===== src/rtl/iprf_wr_arb.sv =====
// Integer PRF writeback arbiter: one holding entry per requester, round-robin packing onto the IPRF write ports.
// Optional starvation promotion under `IPRF_WR_ARB_STARVE_EN; duplicate-pdst check under `ASSERT.
package iprf_wr_arb_pkg;
    localparam int IPRF_NUM_WRITES = 2;
    localparam int PRF_PDST_W      = 7;
    localparam int PRF_DATA_W      = 32;

    typedef struct packed {
        logic [PRF_PDST_W-1:0] pdst;
        logic [PRF_DATA_W-1:0] data;
    } t_prf_wr_pkt;
endpackage

module iprf_wr_arb
    import iprf_wr_arb_pkg::*;
#(
    parameter int NUM_REQ      = 4,
    parameter int STARVE_LIMIT = 8
) (
    input  logic                       clk,
    input  logic                       reset_n,
    input  logic [NUM_REQ-1:0]         req_valid,
    input  t_prf_wr_pkt                req_pkt [NUM_REQ],
    output logic [NUM_REQ-1:0]         req_ready,
    output logic [IPRF_NUM_WRITES-1:0] iprf_wr_en_ro0,
    output t_prf_wr_pkt                iprf_wr_pkt_ro0 [IPRF_NUM_WRITES]
);
    localparam int            NW        = IPRF_NUM_WRITES;
    localparam int            RR_W      = (NUM_REQ > 1) ? $clog2(NUM_REQ) : 1;
    localparam logic [RR_W:0] NUM_REQ_X = (RR_W+1)'(NUM_REQ);

    logic [NUM_REQ-1:0] hold_valid_q, hold_valid_d;
    t_prf_wr_pkt        hold_pkt_q [NUM_REQ];
    t_prf_wr_pkt        hold_pkt_d [NUM_REQ];
    logic [RR_W-1:0]    rr_ptr_q, rr_ptr_d;
    logic [NW-1:0]      wr_en_q, wr_en_d;
    t_prf_wr_pkt        wr_pkt_q [NW];
    t_prf_wr_pkt        wr_pkt_d [NW];

    logic [NUM_REQ-1:0] grant;
    logic [NUM_REQ-1:0] xfer;
    logic [NUM_REQ-1:0] promoted;
    logic [RR_W-1:0]    scan_idx [NUM_REQ];
    logic [NW-1:0]      port_hit;
    logic [RR_W-1:0]    port_src [NW];
    logic [RR_W-1:0]    last_idx;

    // Scan position k maps to requester (rr_ptr + k) mod NUM_REQ, wrapped explicitly.
    generate
        for (genvar gi = 0; gi < NUM_REQ; gi++) begin : g_scan
            logic [RR_W:0] sum;
            assign sum          = {1'b0, rr_ptr_q} + (RR_W+1)'(gi);
            assign scan_idx[gi] = (sum >= NUM_REQ_X) ? RR_W'(sum - NUM_REQ_X) : sum[RR_W-1:0];
        end
    endgenerate

`ifdef IPRF_WR_ARB_STARVE_EN
    logic [7:0] wait_cnt_q [NUM_REQ];
    logic [7:0] wait_cnt_d [NUM_REQ];

    generate
        for (genvar gi = 0; gi < NUM_REQ; gi++) begin : g_promote
            assign promoted[gi] = hold_valid_q[gi] && (wait_cnt_q[gi] >= 8'(STARVE_LIMIT));
        end
    endgenerate

    always_comb begin
        for (int r = 0; r < NUM_REQ; r++) begin
            if (hold_valid_q[r] && !grant[r]) begin
                wait_cnt_d[r] = (wait_cnt_q[r] == 8'hFF) ? 8'hFF : wait_cnt_q[r] + 8'd1;
            end else begin
                wait_cnt_d[r] = 8'd0;
            end
        end
    end

    always_ff @(posedge clk) begin
        for (int r = 0; r < NUM_REQ; r++) begin
            if (!reset_n) begin
                wait_cnt_q[r] <= 8'd0;
            end else begin
                wait_cnt_q[r] <= wait_cnt_d[r];
            end
        end
    end
`else
    assign promoted = '0;
`endif

    // Pass 0 takes promoted candidates, pass 1 the rest; both in rr order, packed onto ports as found.
    always_comb begin : arb_comb
        int n;
        n        = 0;
        grant    = '0;
        port_hit = '0;
        last_idx = rr_ptr_q;
        for (int w = 0; w < NW; w++) begin
            port_src[w] = '0;
        end
        for (int pass = 0; pass < 2; pass++) begin
            for (int k = 0; k < NUM_REQ; k++) begin
                if (hold_valid_q[scan_idx[k]] &&
                    (promoted[scan_idx[k]] == (pass == 0)) &&
                    (n < NW)) begin
                    grant[scan_idx[k]] = 1'b1;
                    for (int w = 0; w < NW; w++) begin
                        if (w == n) begin
                            port_hit[w] = 1'b1;
                            port_src[w] = scan_idx[k];
                        end
                    end
                    last_idx = scan_idx[k];
                    n        = n + 1;
                end
            end
        end
    end

    assign req_ready = ~hold_valid_q | grant;
    assign xfer      = req_valid & req_ready;

    always_comb begin
        for (int r = 0; r < NUM_REQ; r++) begin
            hold_valid_d[r] = xfer[r] | (hold_valid_q[r] & ~grant[r]);
            hold_pkt_d[r]   = xfer[r] ? req_pkt[r] : hold_pkt_q[r];
        end
    end

    always_comb begin
        rr_ptr_d = rr_ptr_q;
        if (|grant) begin
            rr_ptr_d = (last_idx == RR_W'(NUM_REQ - 1)) ? '0 : last_idx + RR_W'(1);
        end
    end

    always_comb begin
        wr_en_d = port_hit;
        for (int w = 0; w < NW; w++) begin
            wr_pkt_d[w] = port_hit[w] ? hold_pkt_q[port_src[w]] : wr_pkt_q[w];
        end
    end

    always_ff @(posedge clk) begin
        if (!reset_n) begin
            hold_valid_q <= '0;
            rr_ptr_q     <= '0;
            wr_en_q      <= '0;
            for (int r = 0; r < NUM_REQ; r++) begin
                hold_pkt_q[r] <= '0;
            end
            for (int w = 0; w < NW; w++) begin
                wr_pkt_q[w] <= '0;
            end
        end else begin
            hold_valid_q <= hold_valid_d;
            rr_ptr_q     <= rr_ptr_d;
            wr_en_q      <= wr_en_d;
            for (int r = 0; r < NUM_REQ; r++) begin
                hold_pkt_q[r] <= hold_pkt_d[r];
            end
            for (int w = 0; w < NW; w++) begin
                wr_pkt_q[w] <= wr_pkt_d[w];
            end
        end
    end

    assign iprf_wr_en_ro0 = wr_en_q;
    generate
        for (genvar gi = 0; gi < NW; gi++) begin : g_out
            assign iprf_wr_pkt_ro0[gi] = wr_pkt_q[gi];
        end
    endgenerate

`ifdef ASSERT
    // Same pdst on two live ports means a producer issued a duplicate writeback.
    always_ff @(posedge clk) begin
        if (reset_n) begin
            for (int a = 0; a < NW; a++) begin
                for (int b = a + 1; b < NW; b++) begin
                    assert (!(wr_en_q[a] && wr_en_q[b] && (wr_pkt_q[a].pdst == wr_pkt_q[b].pdst)));
                end
            end
        end
    end
`endif

endmodule


===== config.mk =====
export PLATFORM = sky130hd
export DESIGN_NAME = iprf_wr_arb
export DESIGN_NICKNAME = d
export VERILOG_FILES = /design/src/rtl/iprf_wr_arb.sv
export SDC_FILE = /design/constraint.sdc
export NUM_CORES = 1
export LEC_CHECK = 0
export CORE_MARGIN = 5
export CORE_UTILIZATION = 45
export CTS_CLUSTER_DIAMETER = 150
export CTS_CLUSTER_SIZE = 40
export DETAILED_ROUTE_END_ITERATION = 6
export GPL_ROUTABILITY_DRIVEN = 0
export GPL_TIMING_DRIVEN = 0
export PLACE_DENSITY_LB_ADDON = 0.3
export SYNTH_ARGS = -nofsm -noshare
export SYNTH_HDL_FRONTEND = slang
export SYNTH_SLANG_ARGS = --single-unit

===== constraint.sdc =====
create_clock -name clk -period 8.6 [get_ports clk]
set_clock_uncertainty 0.2 [all_clocks]
set_input_delay 1.72 -clock clk [delete_from_list [all_inputs] [get_ports clk]]
set_output_delay 1.72 -clock clk [all_outputs]
set_load 0.05 [all_outputs]

==> summary.md <==
| Metric | Value |
|---|---|
| Post-cts sizing count | 0 |
| Layout cells sized above 1 | 0.0517 |
| PortBufs | 245 |
| Leak | 6.12 nW |
| Mapped Nets | 1223 |
| Worst path arrival time | 5.07 ns |
| Syn Std Cell Area | 12000 um2 |
| GRT Util Overall | 0.242 |
| Syn. warnings | 0 |
| Drt first pass iters | 5 |
| Sw frac | 0.490 |
| Setup TNS | 0 ns |
| Pint | 3.21 mW |
| Die Y | 173 um |
| Status | complete, no violations |
| Ys flop type | edfxtp_1 |
| Sink Count | 242 |
| Max-Cap Viols | 0 |
| Largest net degree at the start of global routing | 42 |
| Area share of the largest cell type after synthesis | 0.391 |
| EDFF count, synth | 156 |
| Final net count | 1484 |
| Die X | 173 um |
| Antenna Violating Nets Remaining | 0 |
| Final hold slack | 0.285 ns |
| Switch Pwr | 3.08 mW |
| Final WL | 37800 um |
| Placed Cells | 1634 |
| CTS Root Cell | clkbuf_16 |
| Power density cells | 412 nW/um2 |
| Gr ovfl total | 0 |
| Synth Instances | 1050 |
| Area Overhead vs Synth | 27.5% |
| Core Area | 26100 um2 |
| Io pins | 246 |
| Logic pwr share | 0.627 |
| Biggest area consumer among synthesized cells | edfxtp_1 |
| Crit end category | output port |
| CTS tree | built |
| Endpoints failing setup | 0 |
| Effective utilization at floorplan | 0.458 |
| Htree depth | 1 |
| Highest Clock Rate | 0.143 GHz |
| Slew Viols, Final | 0 |
| Worst-skew pair later-pin latency | 0.50 ns |
| Vias in the first global route | 9988 |
| Kind of critical path | register to output port |
| Crit-path cells | buf_6, buf_2, inv_1, ha_1, mux4_2, buf_6, ha_1, or2_2, o22ai_1, buf_2, a22o_1, a21oi_1, nand3_1, clkdlybuf4s50_1 |
| Initial antenna violation count | 0 |
| Fin. Hold Viols | 0 |
| CP bufs+invs | 6 |
| FF-to-FF setup slack | 3.14 ns |
| DRC errors left | 0 |
| DPL Wire Length | 28000 um |
| CP max stage delay | 0.84 ns |
| Commonest cells post-synth | and2_1, edfxtp_1, dfxtp_1 |
| Clock Pin Slew Worst Setup and Hold Paths | 0.15 ns |
| CP Launch Type | register |
| Top post-synthesis cells by area | edfxtp_1, dfxtp_1, and2_1 |
| Worst EP required | 6.68 ns |
| Vias/cell | 5.98 |
| Hold Buf Count CTS | 0 |
| Crit Path Max Fanout | 10 |
| Post-synth ARST share | 0 |
| Vias | 9881 |
| Cell variety after synth | 58 |
| Slew @ Worst Pin | 0.889 ns |
| Register area share after synthesis | 0.535 |
| # Post-CTS Setup Buffers | 0 |
| Drt wl/cell | 22.9 um |
| Fin crit share | 0.813 |
| CTS buffer count | 10 |
| Slew margin rel. | 0.400 |
| Reg power frac | 0.276 |
| Yosys reg bits | 242 |
| Min cycle time layout | 6.99 ns |
| DRT iter0 DRCs | 1232 |
| Cell with the most instances after synthesis | and2_1 |
| Crit-path slowest cell | clkdlybuf4s50_1 |
| Clock share of power | 0.097 |
| HP Class | register to register |
| Rows | 59 |
| RSZ-0062 raised after global routing | no |
| First-pass GRT wire length | 58000 um |
| CP top delay family | buffers and inverters |
| Fill cells | 2225 |
| VDD IR-drop max | 0.000225 V |
| Clock Tree Buf Depth | 3 |
| Non-filler instance count after layout | 1651 |
| Avg Cell Area, Syn | 11.4 um2 |
| Die area | 30000 um2 |
flip-flops by register name, summed over array words and instances (netlist names):
register,cells
wr_pkt_q,78
iprf_wr_en_ro0,2
rr_ptr_q,2
hold_pkt_q,156
hold_valid_q,4
cell type report:
class,count,area [um2],share of cell area
timing repair buffer,249,2540,0.166
antenna,1,2.50,0.000164
tap,335,419,0.0275
clock inverter,1,30.0,0.00197
sequential,242,6410,0.420
buffer,108,529,0.0347
multi-input combinational,688,5000,0.328
clock buffer,15,290,0.0190
inverter,12,45.0,0.00295
power groups by stage:
stage                     clock [mW]  sequential [mW]  combinational [mW]
after detailed placement           0             1.75                3.89
final                          0.611             1.73                3.94
after CTS                      0.617             1.73                3.89
after global placement             0             1.76                3.81
after floorplan                    0             2.20                2.19
after global routing           0.654             1.76                4.19
stage by stage:
step           instance area, um2  setup slack, ns  total power, mW  utilization
5_1_grt                     15300             1.34             6.60        0.584
4_1_cts                     15300             1.66             6.24        0.584
6_report                    15300             1.61             6.29        0.584
3_5_place_dp                14900             2.23             5.64        0.572
3_3_place_gp                14800             2.29             5.57        0.568
2_1_floorplan               12000             3.30             4.39            -
per-layer routing:
metal	GRT usage	wire length, um	vias to the layer above
li1	-	-	4542
met1	0.321	15500	4753
met2	0.412	18100	526
met3	0.0467	3360	60
met4	0.0625	869	0
met5	0	0	-
worst paths after layout:
kind | startpoint | endpoint | cells past startpoint
max | rr_ptr_q[0] | req_ready[0] | 14
min | wr_pkt_q[0][18] | wr_pkt_q[0][18] | 1
max reg2reg | rr_ptr_q[0] | hold_pkt_q[3][30] | 16
min reg2reg | wr_pkt_q[0][18] | wr_pkt_q[0][18] | 1
placed cells by master (no fill, tap or decap), types with 40 or more instances in the layout:
cell             netlist  layout
clkbuf_1              66      70
and3_1                43      43
and2_1               158     158
dfxtp_1               86      86
mux2i_1               84      84
o31ai_1               40      40
edfxtp_1             156     156
a31oi_1               41      41
nand4_1               41      41
clkdlybuf4s50_1        0     245
a22o_1                42      42
nand2_1               64      60
cells by family (layout without fill, tap and decap cells):
family / Yosys count / after routing / share of synthesized area
other cells: 0 / 1 / 0
mux: 87 / 87 / 0.0759
buf+inv: 120 / 385 / 0.0480
compound gates: 246 / 246 / 0.165
simple gates: 343 / 343 / 0.164
xor+xnor: 1 / 1 / 0.000732
flops: 242 / 242 / 0.535
fa+ha+maj: 11 / 11 / 0.0115
(Power assumes the default switching activity.)
